<file path="src/rtl/wb_stage.sv">
// wb_stage: write-back end of the pipeline. Holds the MEM/WB register, picks ALU or
//   load data, aligns and extends sub-word loads, drives the register-file write port.
// Latency: one cycle from mem_* to WB outputs. Backpressure: stall holds the stage,
//   flush bubbles it (flush wins); an instruction is counted once, when it leaves WB.
// Ports: clk/reset (async, active-high); stall/flush control; mem_* MEM-stage inputs;
//   write_data/write_register/RegWrite to the register file; misaligned flag;
//   retired_count = instructions that have left WB (wraps modulo 2^RETIRE_W).
module wb_stage #(
  parameter int RETIRE_W = 32
) (
  input  logic                clk,
  input  logic                reset,
  input  logic                stall,
  input  logic                flush,
  input  logic                mem_valid,
  input  logic                mem_RegWrite,
  input  logic                mem_MemtoReg,
  input  logic [2:0]          mem_load_type,
  input  logic [4:0]          mem_write_register,
  input  logic [31:0]         mem_alu_result,
  input  logic [31:0]         mem_read_data,
  output logic [31:0]         write_data,
  output logic [4:0]          write_register,
  output logic                RegWrite,
  output logic                misaligned,
  output logic [RETIRE_W-1:0] retired_count
);

  localparam logic [2:0] LT_LB  = 3'b001;
  localparam logic [2:0] LT_LBU = 3'b010;
  localparam logic [2:0] LT_LH  = 3'b011;
  localparam logic [2:0] LT_LHU = 3'b100;

  logic                valid_q,     valid_d;
  logic                regwrite_q,  regwrite_d;
  logic                memtoreg_q,  memtoreg_d;
  logic [2:0]          load_type_q, load_type_d;
  logic [4:0]          wr_reg_q,    wr_reg_d;
  logic [31:0]         alu_q,       alu_d;
  logic [31:0]         read_q,      read_d;
  logic [RETIRE_W-1:0] retired_q,   retired_d;

  logic        retire;
  logic [1:0]  off;
  logic [7:0]  byte_sel;
  logic [15:0] half_sel;
  logic [31:0] load_value;
  logic        is_half;
  logic        is_word;

  // Stage register next state: flush only kills valid, the payload is then don't-care
  // and is simply held.
  always_comb begin
    valid_d     = valid_q;
    regwrite_d  = regwrite_q;
    memtoreg_d  = memtoreg_q;
    load_type_d = load_type_q;
    wr_reg_d    = wr_reg_q;
    alu_d       = alu_q;
    read_d      = read_q;
    if (flush) begin
      valid_d = 1'b0;
    end else if (!stall) begin
      valid_d     = mem_valid;
      regwrite_d  = mem_RegWrite;
      memtoreg_d  = mem_MemtoReg;
      load_type_d = mem_load_type;
      wr_reg_d    = mem_write_register;
      alu_d       = mem_alu_result;
      read_d      = mem_read_data;
    end
  end

  // The occupant leaves WB when the stage advances or is flushed.
  assign retire    = valid_q & (flush | ~stall);
  assign retired_d = retired_q + RETIRE_W'(retire);

  always_ff @(posedge clk or posedge reset) begin
    if (reset) begin
      valid_q     <= 1'b0;
      regwrite_q  <= 1'b0;
      memtoreg_q  <= 1'b0;
      load_type_q <= 3'b000;
      wr_reg_q    <= 5'd0;
      alu_q       <= 32'd0;
      read_q      <= 32'd0;
      retired_q   <= '0;
    end else begin
      valid_q     <= valid_d;
      regwrite_q  <= regwrite_d;
      memtoreg_q  <= memtoreg_d;
      load_type_q <= load_type_d;
      wr_reg_q    <= wr_reg_d;
      alu_q       <= alu_d;
      read_q      <= read_d;
      retired_q   <= retired_d;
    end
  end

  // Little-endian lane select; the load address is the ALU result.
  assign off = alu_q[1:0];

  always_comb begin
    byte_sel = read_q[7:0];
    case (off)
      2'd0: byte_sel = read_q[7:0];
      2'd1: byte_sel = read_q[15:8];
      2'd2: byte_sel = read_q[23:16];
      2'd3: byte_sel = read_q[31:24];
      default: byte_sel = read_q[7:0];
    endcase
  end

  assign half_sel = off[1] ? read_q[31:16] : read_q[15:0];

  // Unlisted load_type encodings behave as lw.
  always_comb begin
    load_value = read_q;
    case (load_type_q)
      LT_LB:   load_value = {{24{byte_sel[7]}}, byte_sel};
      LT_LBU:  load_value = {24'd0, byte_sel};
      LT_LH:   load_value = {{16{half_sel[15]}}, half_sel};
      LT_LHU:  load_value = {16'd0, half_sel};
      default: load_value = read_q;
    endcase
  end

  assign is_half = (load_type_q == LT_LH) | (load_type_q == LT_LHU);
  assign is_word = ~(is_half | (load_type_q == LT_LB) | (load_type_q == LT_LBU));

  assign write_register = wr_reg_q;
  assign write_data     = memtoreg_q ? load_value : alu_q;
  // x0 is hard-wired to zero, so a write to it is dropped here.
  assign RegWrite       = valid_q & regwrite_q & (wr_reg_q != 5'd0);
  // Misaligned accesses still write the lane-selected value; no trap from this stage.
  assign misaligned     = valid_q & memtoreg_q &
                          ((is_half & off[0]) | (is_word & (off != 2'd0)));
  assign retired_count  = retired_q;

endmodule
</file>
<file path="config.mk">
export PLATFORM = sky130hd
export DESIGN_NAME = wb_stage
export DESIGN_NICKNAME = d
export VERILOG_FILES = /design/src/rtl/wb_stage.sv
export SDC_FILE = /design/constraint.sdc
export NUM_CORES = 1
export LEC_CHECK = 0
export ABC_CLOCK_PERIOD_IN_PS = 11100
export CAP_MARGIN = 30
export CORE_MARGIN = 4
export CORE_UTILIZATION = 46
export DETAILED_ROUTE_END_ITERATION = 6
export PLACE_DENSITY_LB_ADDON = 0.2
export SYNTH_ARGS = -nofsm -noshare
export SYNTH_HDL_FRONTEND = slang
export SYNTH_SLANG_ARGS = --single-unit
export TNS_END_PERCENT = 30
</file>
<file path="constraint.sdc">
create_clock -name clk -period 11.1 [get_ports clk]
set_input_delay 2.22 -clock clk [delete_from_list [all_inputs] [get_ports clk]]
set_output_delay 2.22 -clock clk [all_outputs]
set_load 0.03 [all_outputs]
</file>
---- Word-level counts from Yosys, hierarchy flattened ----
Cells that the tools add are included.
operators by class
  bitwise logic cells ..................... 15
  div/mod/pow operators ................... 0
  multipliers ............................. 0
  order comparisons ....................... 0
  equal/unequal tests ..................... 8
  reduce and logical (&&, ||, !) cells .... 4
  shift operators ......................... 0
  add/subtract/negate cells ............... 1
  mux-type cells .......................... 6
operators by type and width
  kind                                                    count
  one-hot mux 32 bit (4 select lines)                     1
  adder 32 x 1 -> 32 bit                                  1
  two-way mux 32 bit                                      1
  one-hot mux 8 bit (4 select lines)                      1
  two-way mux 16 bit                                      1
  AND 1 bit                                               7
  == test 3 x 2 -> 1 bit (second input constant)          2
  OR 1 bit                                                5
  nonzero test 5 bit                                      1
  == test 2 bit (second input constant)                   2
  == test 3 x 1 -> 1 bit (second input constant)          1
  == test 3 bit (second input constant)                   1
  inverter 1 bit                                          3
  == test 2 x 1 -> 1 bit (second input constant)          1
  logical NOT 2 bit                                       1
  two-way mux 1 bit                                       2
  inequality test 2 x 1 -> 1 bit (second input constant)  1
  AND reduction 2 bit                                     1
  nonzero test 2 bit                                      1
storage, ports and cells
  RAM bits ................................ 0
  output and inout port bits .............. 71
  bits in latches ......................... 0
  bits in registers ....................... 107
  memories ................................ 0
  ROM bits ................................ 0

---- Longest topological paths before layout ----
Gate-level depths: netlist (run 1).
  depth after elaboration ................. 8
  mapped depth ............................ 8

---- Worst setup path after synthesis (run 1) ----
No wires, ideal clock.
  path type ............................... flip-flop to output port
  from .................................... register load_type_q[0]
  to ...................................... output write_data[4]
  stages on the path, launching flop included .. 7
  slack ................................... 6.997 ns
  buffers on the path ..................... 1
  data arrival time ....................... 1.883 ns
  data required time ...................... 8.880 ns
  cells stage by stage .................... dfrtp_1 -> buf_2 -> or3b_1 -> o21ai_0 -> and2_1 -> a21oi_1 -> a31oi_1
between the ends
  longest elaborated chain between the ends .. 3
ends and longest elaborated chain
  what                                     line  source
  start: declaration                       37    logic [2:0] load_type_q, load_type_d;
  start signal: assignment                 92    load_type_q <= load_type_d;
  == test 3 bit (tied with other cells)    119   case (load_type_q)
  one-hot mux 32 bit (4 select lines) (*)  119
  two-way mux 32 bit (*)                   132   assign write_data = memtoreg_q ? load_value : alu_q;
  end: declaration                         22    output logic [31:0] write_data,
Mark *: on every way between the ends. The rest lies on a longest branch, timed or not.

---- Worst setup path after layout (run 1) ----
  from .................................... register load_type_q[1]
  to ...................................... output write_data[4]
The elaborated chain is that of the path after synthesis.

==> flow_summary.toml, run 1 <==
[sta]
finalSetupViolCount = 0
holdWs_ns = 0.480
rsz0062_at_grt = "no"
fin_crit_sh_pct = 47.7
skew_ns = 0.00563
fin_ws_ns = 5.80
drv_slew = 0
worst_slew_margin_rel_pct = 36.9
clock.fmax_mhz = 189
tightest_slew_ns = 0.946
finalSetupTns_ns = 0
layout_min_cycle_time_ns = 5.30
hold_viol = 0

[clock_tree]
cts-root-buf = "clkbuf_16"
hold_buffers = 0
htree_levels = 3
cts_resized = 0
numCtsBuffers = 9
post_cts_buffers = 0
clockBufferDepth = 2
cts_tree = "built"
clkLatencyLatePin_ns = 0.34
path_clk_slew_ns = 0.07
clock_sinks = 107

[job]
drv_cap = 0

[logic_synthesis]
ys_seq_elements = 107
synth_top_area_cell = "dfrtp_1"
ys.flop_type = "dfrtp_1"
syn_inst = 491
yosysSeqAreaShare_pct = 49.9
yosys_warnings = 0
syn_nets = 572
synthTopCellsByCount = "107 x dfrtp_1, 76 x mux2_2, 43 x nand2_1"
synth_area_leaders = "dfrtp_1 50%, mux2_2 16%, xnor2_1 3.1%"
syn_area_mm2 = 0.00537
yosys.area.top_type_share_pct = 49.9
ys_types = 50
avgSynthCellArea_um2 = 10.9
async_reset_ff_share_pct = 100
synth_edf_count = 0
synth_most_common_cell = "dfrtp_1"

[setup_path]
rr_worst_depth = 6
r2r_start = "valid_q"
startpoint_type = "register"
end_kind = "output pin"
arrival_ns = 3.08
reg2reg_slack_ns = 9.20
critPathMaxFanout = 18
critPathKind = "reg -> out"
critical_path_required_ns = 8.88
r2r-end = "retired_count[16]"

[global_routing]
grt_pass1_vias = 4339
track_usage_pct = 21.1
grt_max_degree = 80
grt_pass1_wl_mm = 22.2
antenna_found_initial = 0
grt_overflow_total = 0

[route]
antenna_left = 0
routed_via_density = 5.59
drtIter0Drc = 353
wl_per_cell_um = 18.2
drc = 0
dr.pass1.iters = 5
via_count = 4325
wl_mm = 14.1

[power]
leakage_nw = 3.02
ir_drop_mv = 0.0841
power_density_mw_per_mm2 = 167
power.total_w = 0.00121

[placed_design]
gp_congestion = 0.893
port_buffers = 149
placed_cell_area_mm2 = 0.00694
place_ws_ns = 6.20
hpwl_mm = 10.3

[die]
die_h_um = 116
core_area_mm2 = 0.0114
num_io_pins = 150
die_area_mm2 = 0.0135
die_w_um = 116
start_util_pct = 47.0
core.rowCount = 39

[hold_path]
min_to = "retired_count[31]"
holdCritStartpoint = "retired_count[31]"
hp-class = "reg -> reg"
min_path_cells = 1

[layout]
finish.instance_area_mm2 = 0.00724
n_antenna_cell = 0
fillers = 1000
multiInputGateArea_mm2 = 0.00253
drive_gt1_share_pct = 16.8
seqCellArea_mm2 = 0.00268
area_delta_synth_final_pct = 34.9
nets = 707

[outcome]
outcome = "finished clean"
-- layer usage --
| metal | up-vias | routed length [um] | global-route usage [%] |
|---|---|---|---|
| met5 | - | 0 | 0 |
| met4 | 0 | 255 | 7.35 |
| met3 | 20 | 1100 | 4.96 |
| met2 | 155 | 6630 | 33.8 |
| met1 | 2130 | 6130 | 28.3 |
| li1 | 2020 | - | - |
-- registers in the layout (all words and copies together) (netlist names) --
name / flops
load_type_q: 3
memtoreg_q: 1
valid_q: 1
retired_count: 32
read_q: 32
alu_q: 32
write_register: 5
regwrite_q: 1
-- cell families (layout without fill, tap and decap cells) --
kind of cell,Yosys count,count (layout),synth area share [%]
fa+ha+maj,2,2,0.466
xor+xnor,32,32,5.22
compound gates,85,85,10.6
flops,107,107,49.9
buf+inv,39,179,3.24
mux,82,82,17.9
simple gates,144,144,12.7
-- per-stage QoR --
step | std cells | utilization, %
2_1_floorplan | 491 | -
3_3_place_gp | 758 | 60.8
3_5_place_dp | 758 | 60.8
4_1_cts | 774 | 63.4
5_1_grt | 774 | 63.4
6_report | 774 | 63.4
-- report_power, final --
part / switching (W) / internal [W] / total (W)
combinational: 0.000208 / 0.000182 / 0.000390
clock: 0.000146 / 0.000177 / 0.000323
sequential: 0.0000563 / 0.000437 / 0.000494
total: 0.000411 / 0.000796 / 0.00121
-- cell usage in the layout (no fill, tap or decap), types with 13 or more instances in the layout --
| cell | n |
|---|---|
| clkdlybuf4s50_1 | 149 |
| dfrtp_1 | 107 |
| mux2_2 | 76 |
| nand2_1 | 43 |
| nor2_1 | 41 |
| a21oi_1 | 29 |
| xnor2_1 | 19 |
| nand3_1 | 16 |
| xor2_1 | 13 |
-- how the worst max path moves through the flow --
stage / from / endpoint / slack (ns) / cells past startpoint
2_1_floorplan: reset / alu_q[0] / 6.06 / 1
3_3_place_gp: load_type_q[0] / write_data[0] / 6.26 / 7
3_5_place_dp: load_type_q[1] / write_data[4] / 6.20 / 6
4_1_cts: load_type_q[1] / write_data[4] / 5.83 / 6
5_1_grt: load_type_q[1] / write_data[12] / 5.61 / 6
6_report: load_type_q[1] / write_data[4] / 5.80 / 6
-- worst max-delay path: stages, from the launching register on --
cell and delay (ns):
dfrtp_1 0.76, xor2_1 0.23, nand2b_1 0.24, a21boi_1 0.44
nand2_1 0.10, a31oi_1 0.25, clkdlybuf4s50_1 0.71
-- final cells by class --
cell class              count  area share (%)
flip-flops and latches    107            37.0
multi-input cells         345            34.9
repair buffers            153            21.0
clock buffers               9            3.11
well taps                 143            2.47
clock inverters             7            1.02
inverters                  10           0.553
Note: power is estimated with default switching activity, not from simulation.
==> run 2, diff against run 1 <==
--- a/config.mk
+++ b/config.mk
@@ -5,7 +5,7 @@
 export SDC_FILE = /design/constraint.sdc
 export NUM_CORES = 1
 export LEC_CHECK = 0
-export ABC_CLOCK_PERIOD_IN_PS = 11100
+export ABC_CLOCK_PERIOD_IN_PS = 5500
 export CAP_MARGIN = 30
 export CORE_MARGIN = 4
 export CORE_UTILIZATION = 46
==> constraint.sdc (replaced) <==
create_clock -name clk -period 5.5 [get_ports clk]
set_input_delay 1.1 -clock clk [delete_from_list [all_inputs] [get_ports clk]]
set_output_delay 1.1 -clock clk [all_outputs]
set_load 0.03 [all_outputs]
==> run 2 against run 1 <==
Effect of this change:
- hold slack worse by 0.0022 ns
- cell count is 0.13% higher
- sequential share of layout area is 0.31 points lower
- non-clock buffer count is 1 higher
- clock power is 120% higher
- die area stayed put
- critical path depth is 1 lower
- via count is 0.12% lower
- sequential power is 100% higher
- global-route usage is 0.58 points higher
- largest cell class unchanged
==> flow_summary.toml, run 2 (synthesis results as in run 1) <==
[clock_tree]
path_clk_slew_ns = 0.07
clock_sinks = 107
clockBufferDepth = 2
htree_levels = 3
cts-root-buf = "clkbuf_16"
clkLatencyLatePin_ns = 0.35
hold_buffers = 0
numCtsBuffers = 9
cts_resized = 0
post_cts_buffers = 0
cts_tree = "built"

[power]
power_density_mw_per_mm2 = 342
ir_drop_mv = 0.215
leakage_nw = 3.05

[route]
wl_mm = 14.3
drtIter0Drc = 281
via_count = 4320
antenna_left = 0
dr.pass1.iters = 5
drc = 0
routed_via_density = 5.57
wl_per_cell_um = 18.4

[outcome]
outcome = "finished clean"

[placed_design]
hpwl_mm = 10.4
port_buffers = 149
placed_cell_area_mm2 = 0.00694
gp_congestion = 0.889

[die]
num_io_pins = 150
die_area_mm2 = 0.0135
die_w_um = 116
start_util_pct = 47.0
core_area_mm2 = 0.0114
core.rowCount = 39
die_h_um = 116

[sta]
drv_slew = 0
hold_viol = 0
clock.fmax_mhz = 239
rsz0062_at_grt = "no"
finalSetupTns_ns = 0
layout_min_cycle_time_ns = 4.18
worst_slew_margin_rel_pct = 46.3
skew_ns = 0.0112
fin_crit_sh_pct = 76.0
finalSetupViolCount = 0
tightest_slew_ns = 0.805

[global_routing]
track_usage_pct = 21.7
grt_pass1_vias = 4367
antenna_found_initial = 0
grt_overflow_total = 0
grt_pass1_wl_mm = 22.6
grt_max_degree = 76

[layout]
finish.instance_area_mm2 = 0.00730
layout_common_cells = "149 x clkdlybuf4s50_1, 107 x dfrtp_1, 76 x mux2_2"
area_delta_synth_final_pct = 36.0
final_common_cell = "clkdlybuf4s50_1"
drive_gt1_share_pct = 16.9
nets = 708
n_antenna_cell = 0

[setup_path]
end_kind = "output pin"
critical_path_required_ns = 4.40
critPathKind = "reg -> out"
reg2reg_slack_ns = 3.59
startpoint_type = "register"
arrival_ns = 3.08
critPathMaxFanout = 24

[hold_path]
hp-class = "reg -> reg"

[job]
drv_cap = 0
## run 2: changes by cell type in the layout (fill, tap and decap cells not counted)
| cell | delta |
|---|---|
| clkinv_2 | -2 |
| clkbuf_8 | +1 |
| buf_16 | +1 |
| bufinv_16 | +1 |
## run 2: final timing paths
check	startpoint	endpoint	cells after the start
max	load_type_q[2]	write_data[5]	5
min	retired_count[31]	retired_count[31]	1
max reg2reg	valid_q	retired_count[16]	6
min reg2reg	retired_count[31]	retired_count[31]	1
max in group asynchronous	reset	retired_count[31]	4
min in group asynchronous	reset	alu_q[25]	3
## run 2: through the flow
stage / total power, W / hold slack [ns] / setup slack (ns) / util, % / std cells
final: 0.00250 / 0.478 / 1.32 / 64.0 / 775
after global routing: 0.00262 / 0.492 / 1.15 / 64.0 / 775
after CTS: 0.00252 / 0.479 / 1.34 / 63.7 / 774
after detailed placement: 0.00180 / 0.466 / 1.74 / 60.8 / 758
after global placement: 0.00179 / 0.459 / 1.80 / 60.8 / 758
after floorplan: 0.00148 / 0.481 / 1.58 / - / 491
## run 2: power by group
| group | internal (W) | total, W | leakage, nW | switching (W) |
|---|---|---|---|---|
| sequential | 0.000883 | 0.00100 | 1.32 | 0.000120 |
| combinational | 0.000369 | 0.000784 | 1.57 | 0.000415 |
| clock | 0.000416 | 0.000714 | 0.160 | 0.000298 |
| total | 0.00167 | 0.00250 | 3.05 | 0.000833 |
## run 2: cell type report
class	count	area [um2]
fillers	923	4110
flip-flops and latches	107	2680
inverters	10	40.0
clock buffers	10	239
well taps	143	179
clock inverters	6	93.8
repair buffers	154	1550
multi-input cells	345	2530
## run 2: metal layers
metal,wire [um],track usage (%),vias up
met2,6730,34.4,161
met4,308,8.58,0
met3,1140,5.54,18
met1,6100,28.6,2110
met5,0,0,-
li1,-,-,2031
## run 2: worst max-delay path, stage by stage (launching register included)
cell and delay [ns]:
dfrtp_1 0.80, or3b_1 0.49, o21ai_1 0.32, a222oi_1 0.21, a21oi_1 0.20, clkdlybuf4s50_1 0.70
==> run 3, diff against run 2 <==
--- a/config.mk
+++ b/config.mk
@@ -5,7 +5,7 @@
 export SDC_FILE = /design/constraint.sdc
 export NUM_CORES = 1
 export LEC_CHECK = 0
-export ABC_CLOCK_PERIOD_IN_PS = 5500
+export ABC_CLOCK_PERIOD_IN_PS = 4350
 export CAP_MARGIN = 30
 export CORE_MARGIN = 4
 export CORE_UTILIZATION = 46
==> constraint.sdc (replaced) <==
create_clock -name clk -period 4.35 [get_ports clk]
set_input_delay 0.87 -clock clk [delete_from_list [all_inputs] [get_ports clk]]
set_output_delay 0.87 -clock clk [all_outputs]
set_load 0.03 [all_outputs]
==> run 3 against run 2 <==
Effect of this change:
- critical endpoint is now write_data[0]
- largest cell class unchanged
- non-clock buffer count grew 2
- via count grew 0.53%
- global-route usage grew 0.66 points
- die area is the same
- setup slack worse by 0.92 ns
- hold slack got worse by 0.0047 ns
- cell area grew 0.48%
- register-to-register slack worse by 1.2 ns
- critical path depth is 2 higher
- clock skew shrank 0.0043 ns
- clock-buffer cell count decreased by 1
==> flow_summary.toml, run 3 (synthesis results as in run 1) <==
[outcome]
outcome = "finished clean"

[die]
die_area_mm2 = 0.0135
num_io_pins = 150
start_util_pct = 47.0
die_h_um = 116
core_area_mm2 = 0.0114
die_w_um = 116
core.rowCount = 39

[setup_path]
critical_path.max_stage_delay_ns = 0.71
critPathKind = "reg -> out"
crit_slowest_cell = "clkdlybuf4s50_1"
startpoint_type = "register"
path_cells = "nor2_2 > xor2_1 > buf_4 > o211a_1 > a21oi_1 > o21ai_0 > clkdlybuf4s50_1"
critPathMaxFanout = 20
end_kind = "output pin"
arrival_ns = 3.08
critical_path_required_ns = 3.48

[global_routing]
track_usage_pct = 22.3
grt_overflow_total = 0
grt_max_degree = 80
antenna_found_initial = 0
grt_pass1_wl_mm = 23.2
grt_pass1_vias = 4387

[sta]
drv_slew = 0
rsz0062_at_grt = "no"
finalSetupViolCount = 0
fin_crit_sh_pct = 90.7
holdWs_ns = 0.473
skew_ns = 0.00692
finalSetupTns_ns = 0
hold_viol = 0
worst_slew_margin_rel_pct = 48.3
clock.fmax_mhz = 253
tightest_slew_ns = 0.775
layout_min_cycle_time_ns = 3.95

[route]
maxUsedRoutingLayer = "met4"
via_count = 4343
wl_met2_mm = 6.78
drc = 0
antenna_left = 0
drtIter0Drc = 284
wl_met1_mm = 6.17
dr.pass1.iters = 5
wl_mm = 14.3
wl_per_cell_um = 18.4
routed_via_density = 5.60
wl_met3_mm = 1.18

[placed_design]
port_buffers = 149
hpwl_mm = 10.5
dp.cells = 761
gp_congestion = 0.881

[clock_tree]
cts-root-buf = "clkbuf_16"
hold_buffers = 0
path_clk_slew_ns = 0.06
post_cts_buffers = 0
cts_resized = 0
clkLatencyLatePin_ns = 0.35
numCtsBuffers = 9
cts_tree = "built"
clockBufferDepth = 2
clock_sinks = 107
htree_levels = 3

[layout]
layout_common_cells = "149 x clkdlybuf4s50_1, 107 x dfrtp_1, 76 x mux2_2"
drive_gt1_share_pct = 17.1
stdcell_count = 776
post-route-util_pct = 64.3
n_antenna_cell = 0
area_delta_synth_final_pct = 36.7
nets = 710
final_common_cell = "clkdlybuf4s50_1"

[power]
power.total_w = 0.00319
leakage_nw = 3.06
ir_drop_mv = 0.245
power_density_mw_per_mm2 = 434

[hold_path]
hp-class = "reg -> reg"

[job]
drv_cap = 0
run 3: changes by cell type in the layout (fill, tap and decap cells not counted):
cell and change:
inv_6 -3, clkinv_4 +2, buf_12 +1, buf_4 +1, bufinv_16 +1, clkbuf_8 -1
run 3: per-stage QoR:
step           area (um2)  setup slack (ns)
2_1_floorplan        5370             0.663
3_5_place_dp         7000             0.762
6_report             7340             0.404
3_3_place_gp         6970             0.766
5_1_grt              7340             0.187
4_1_cts              7340             0.371
run 3: path summary, 6_finish.rpt:
path	startpoint	end	slack [ns]	depth (start not counted)
worst min-delay path	retired_count[31]	retired_count[31]	0.47	1
worst min register to register	retired_count[31]	retired_count[31]	0.47	1
min in group asynchronous	reset	write_register[0]	0.86	2
worst max register to register	valid_q	retired_count[29]	2.41	6
worst max-delay path	load_type_q[0]	write_data[0]	0.40	7
max in group asynchronous	reset	load_type_q[1]	2.69	4
run 3: critical path, delay by kind of cell, from the launching register on:
| kind | cells | cell delay, ns |
|---|---|---|
| xor+xnor | 1 | 0.27 |
| compound gates | 3 | 0.46 |
| buf+inv | 2 | 0.98 |
| flops | 1 | 0.62 |
| simple gates | 1 | 0.38 |
run 3: layout make-up:
cell class | count | area, um2
multi-input cells | 345 | 2530
fillers | 948 | 4080
well taps | 143 | 179
clock inverters | 6 | 115
repair buffers | 156 | 1580
flip-flops and latches | 107 | 2680
clock buffers | 9 | 225
inverters | 10 | 40.0
run 3: where the power goes:
part	total [W]	leakage (nW)	internal (W)	switching, W
Sequential	0.00127	1.32	0.00112	0.000154
Combinational	0.00100	1.58	0.000472	0.000529
Clock	0.000916	0.162	0.000561	0.000355
run 3: routing by layer:
layer  up-vias  GRT usage [%]
met2       157           34.9
met3        10           6.06
met1      2149           31.0
met5         -              0
met4         0           5.96
li1       2027              -
==> variant (settings of run 2) <==
Reset style: synchronous (`reset`), changed in one clocked block. Comments in the files are not updated.
--- a/src/rtl/wb_stage.sv
+++ b/src/rtl/wb_stage.sv
@@ -75,7 +75,7 @@
   assign retire    = valid_q & (flush | ~stall);
   assign retired_d = retired_q + RETIRE_W'(retire);
 
-  always_ff @(posedge clk or posedge reset) begin
+  always_ff @(posedge clk) begin
     if (reset) begin
       valid_q     <= 1'b0;
       regwrite_q  <= 1'b0;
Check against the original RTL: differs if reset is asserted again (counterexample within 4 cycles, from zero or initial values and one cycle with reset high); with reset held inactive, the same outputs for 4 cycles.
==> variant against run 2 <==
Count of clock-buffer cells in the layout stayed put; largest cell class is now multi-input gates; sequential cell count stayed put; critical endpoint is now write_data[26]; area after synthesis is 5.5% lower; wire length is 9.3% higher; critical path type unchanged; setup slack worse by 0.54 ns; final area is 6.6% lower.
Power is not compared: it rests on default switching activity, and its combinational part moved more than twofold at a synthesized area within 25%.
==> variant: results (changes against run 2) <==
setup_path:
  critical_path.max_stage_delay_ns: 0.90  # was 0.80 ns
  slowest_stage: "dfxtp_1"  # was dfrtp_1
  rrSetupSlack_ns: 2.41  # was 3.59 ns
  cp_max_fo: 21  # was 24
  r2r_cells: 7  # was 6
drt:
  drt_iter0_drc: 456  # was 281
  met1_length_mm: 7.12  # was 6.10 mm
  via_count: 5257  # was 4,320
  met3_length_mm: 1.08  # was 1.14 mm
grt:
  grtUsageMet3: 0.0524  # was 0.0554
  use_met1: 0.340  # was 0.286
  track_usage: 0.239  # was 0.217
  grt_pass1_wl_mm: 24.7  # was 22.6 mm
  grt_pass1_vias: 4871  # was 4,367
  grtUsageMet2: 0.372  # was 0.344
cells_and_area:
  layout_commonest_cell: "nand2_1"  # was clkdlybuf4s50_1
  fill_cells: 1020  # was 923
  instances_no_fill: 937  # was 775
  layout-drive-gt1-share: 0.0577  # was 0.169
min_path:
  min_path_cells: 2  # was 1
status:
  outcome: "finished, final reports clean"  # unchanged
logic_synthesis:
  muxShareOfSynthArea: 0.0372  # was 0.179
  synth-main-ff-cell: "dfxtp_1"  # was dfrtp_1
  syn-num-nets: 761  # was 572
  synth-xor-area-share: 0.0207  # was 0.0522
  ys_types: 46  # was 50
  synth_area_leaders: "dfxtp_1 (42%), nand2_1 (14%), a21oi_1 (9.9%), nor2_1 (3.6%), clkbuf_1 (3.2%)"  # was dfrtp_1 (50%), mux2_2 (16%), xnor2_1 (3.1%), nand2_1 (3.0%), nor2_1 (2.9%)
  syn_inst: 680  # was 491
  synth_compound_area_frac: 0.206  # was 0.106
  synth_common_cells: "nand2_1 (185), dfxtp_1 (107), a21oi_1 (100), nor2_1 (49), clkbuf_1 (43)"  # was dfrtp_1 (107), mux2_2 (76), nand2_1 (43), nor2_1 (42), a21oi_1 (29)
  synth_seq_area_share: 0.422  # was 0.499
  synth_fa_ha_area_frac: 0.00493  # was 0.00466
place:
  post-place-ws_ns: 1.17  # was 1.74 ns
  routabilityCongestion: 0.910  # was 0.889
  placed_cells: 921  # was 758
  dp_hpwl_mm: 11.5  # was 10.4 mm
pwr:
  finalPower_mw: 1.62
timing:
  holdWs_ns: 0.460  # was 0.478 ns
  min_period_ns: 4.71  # was 4.18 ns
  finalClockSkew_ns: 0.00526  # was 0.0112 ns
clocking:
  clk_pin_slew_ns: 0.10  # was 0.07 ns
## variant: cell types whose count changed in the layout (fill, tap and decap cells not counted), sizes merged, moves of 7 or more
cell / change
nand2: +142
dfrtp: -107
dfxtp: +107
a21oi: +71
mux2: -63
a31oi: +21
or4: +18
o31ai: +16
xnor2: -10
xor2: -10
and3: -9
a221oi: +7
or3: +7
## variant: final cells by class
cell class	instances	area [um2]	share of cell area
Inverter	12	45.0	0.00661
Clock inverter	6	70.1	0.0103
Clock buffer	10	138	0.0202
Sequential cell	107	2140	0.314
Multi-Input combinational cell	507	2670	0.392
Tap cell	140	175	0.0257
Timing Repair Buffer	155	1570	0.231
## variant: path summary, 6_finish.rpt
path / startpoint / end
worst max-delay path: alu_q[1] / write_data[26]
worst min-delay path: alu_q[31] / alu_q[31]
worst max register to register: valid_q / retired_count[18]
worst min register to register: alu_q[31] / alu_q[31]
## variant: tightest hold or removal path, cell delays in order, from the launching register on
cell and delay (ns):
dfxtp_1 0.32, nand2_1 0.05, a21oi_1 0.05
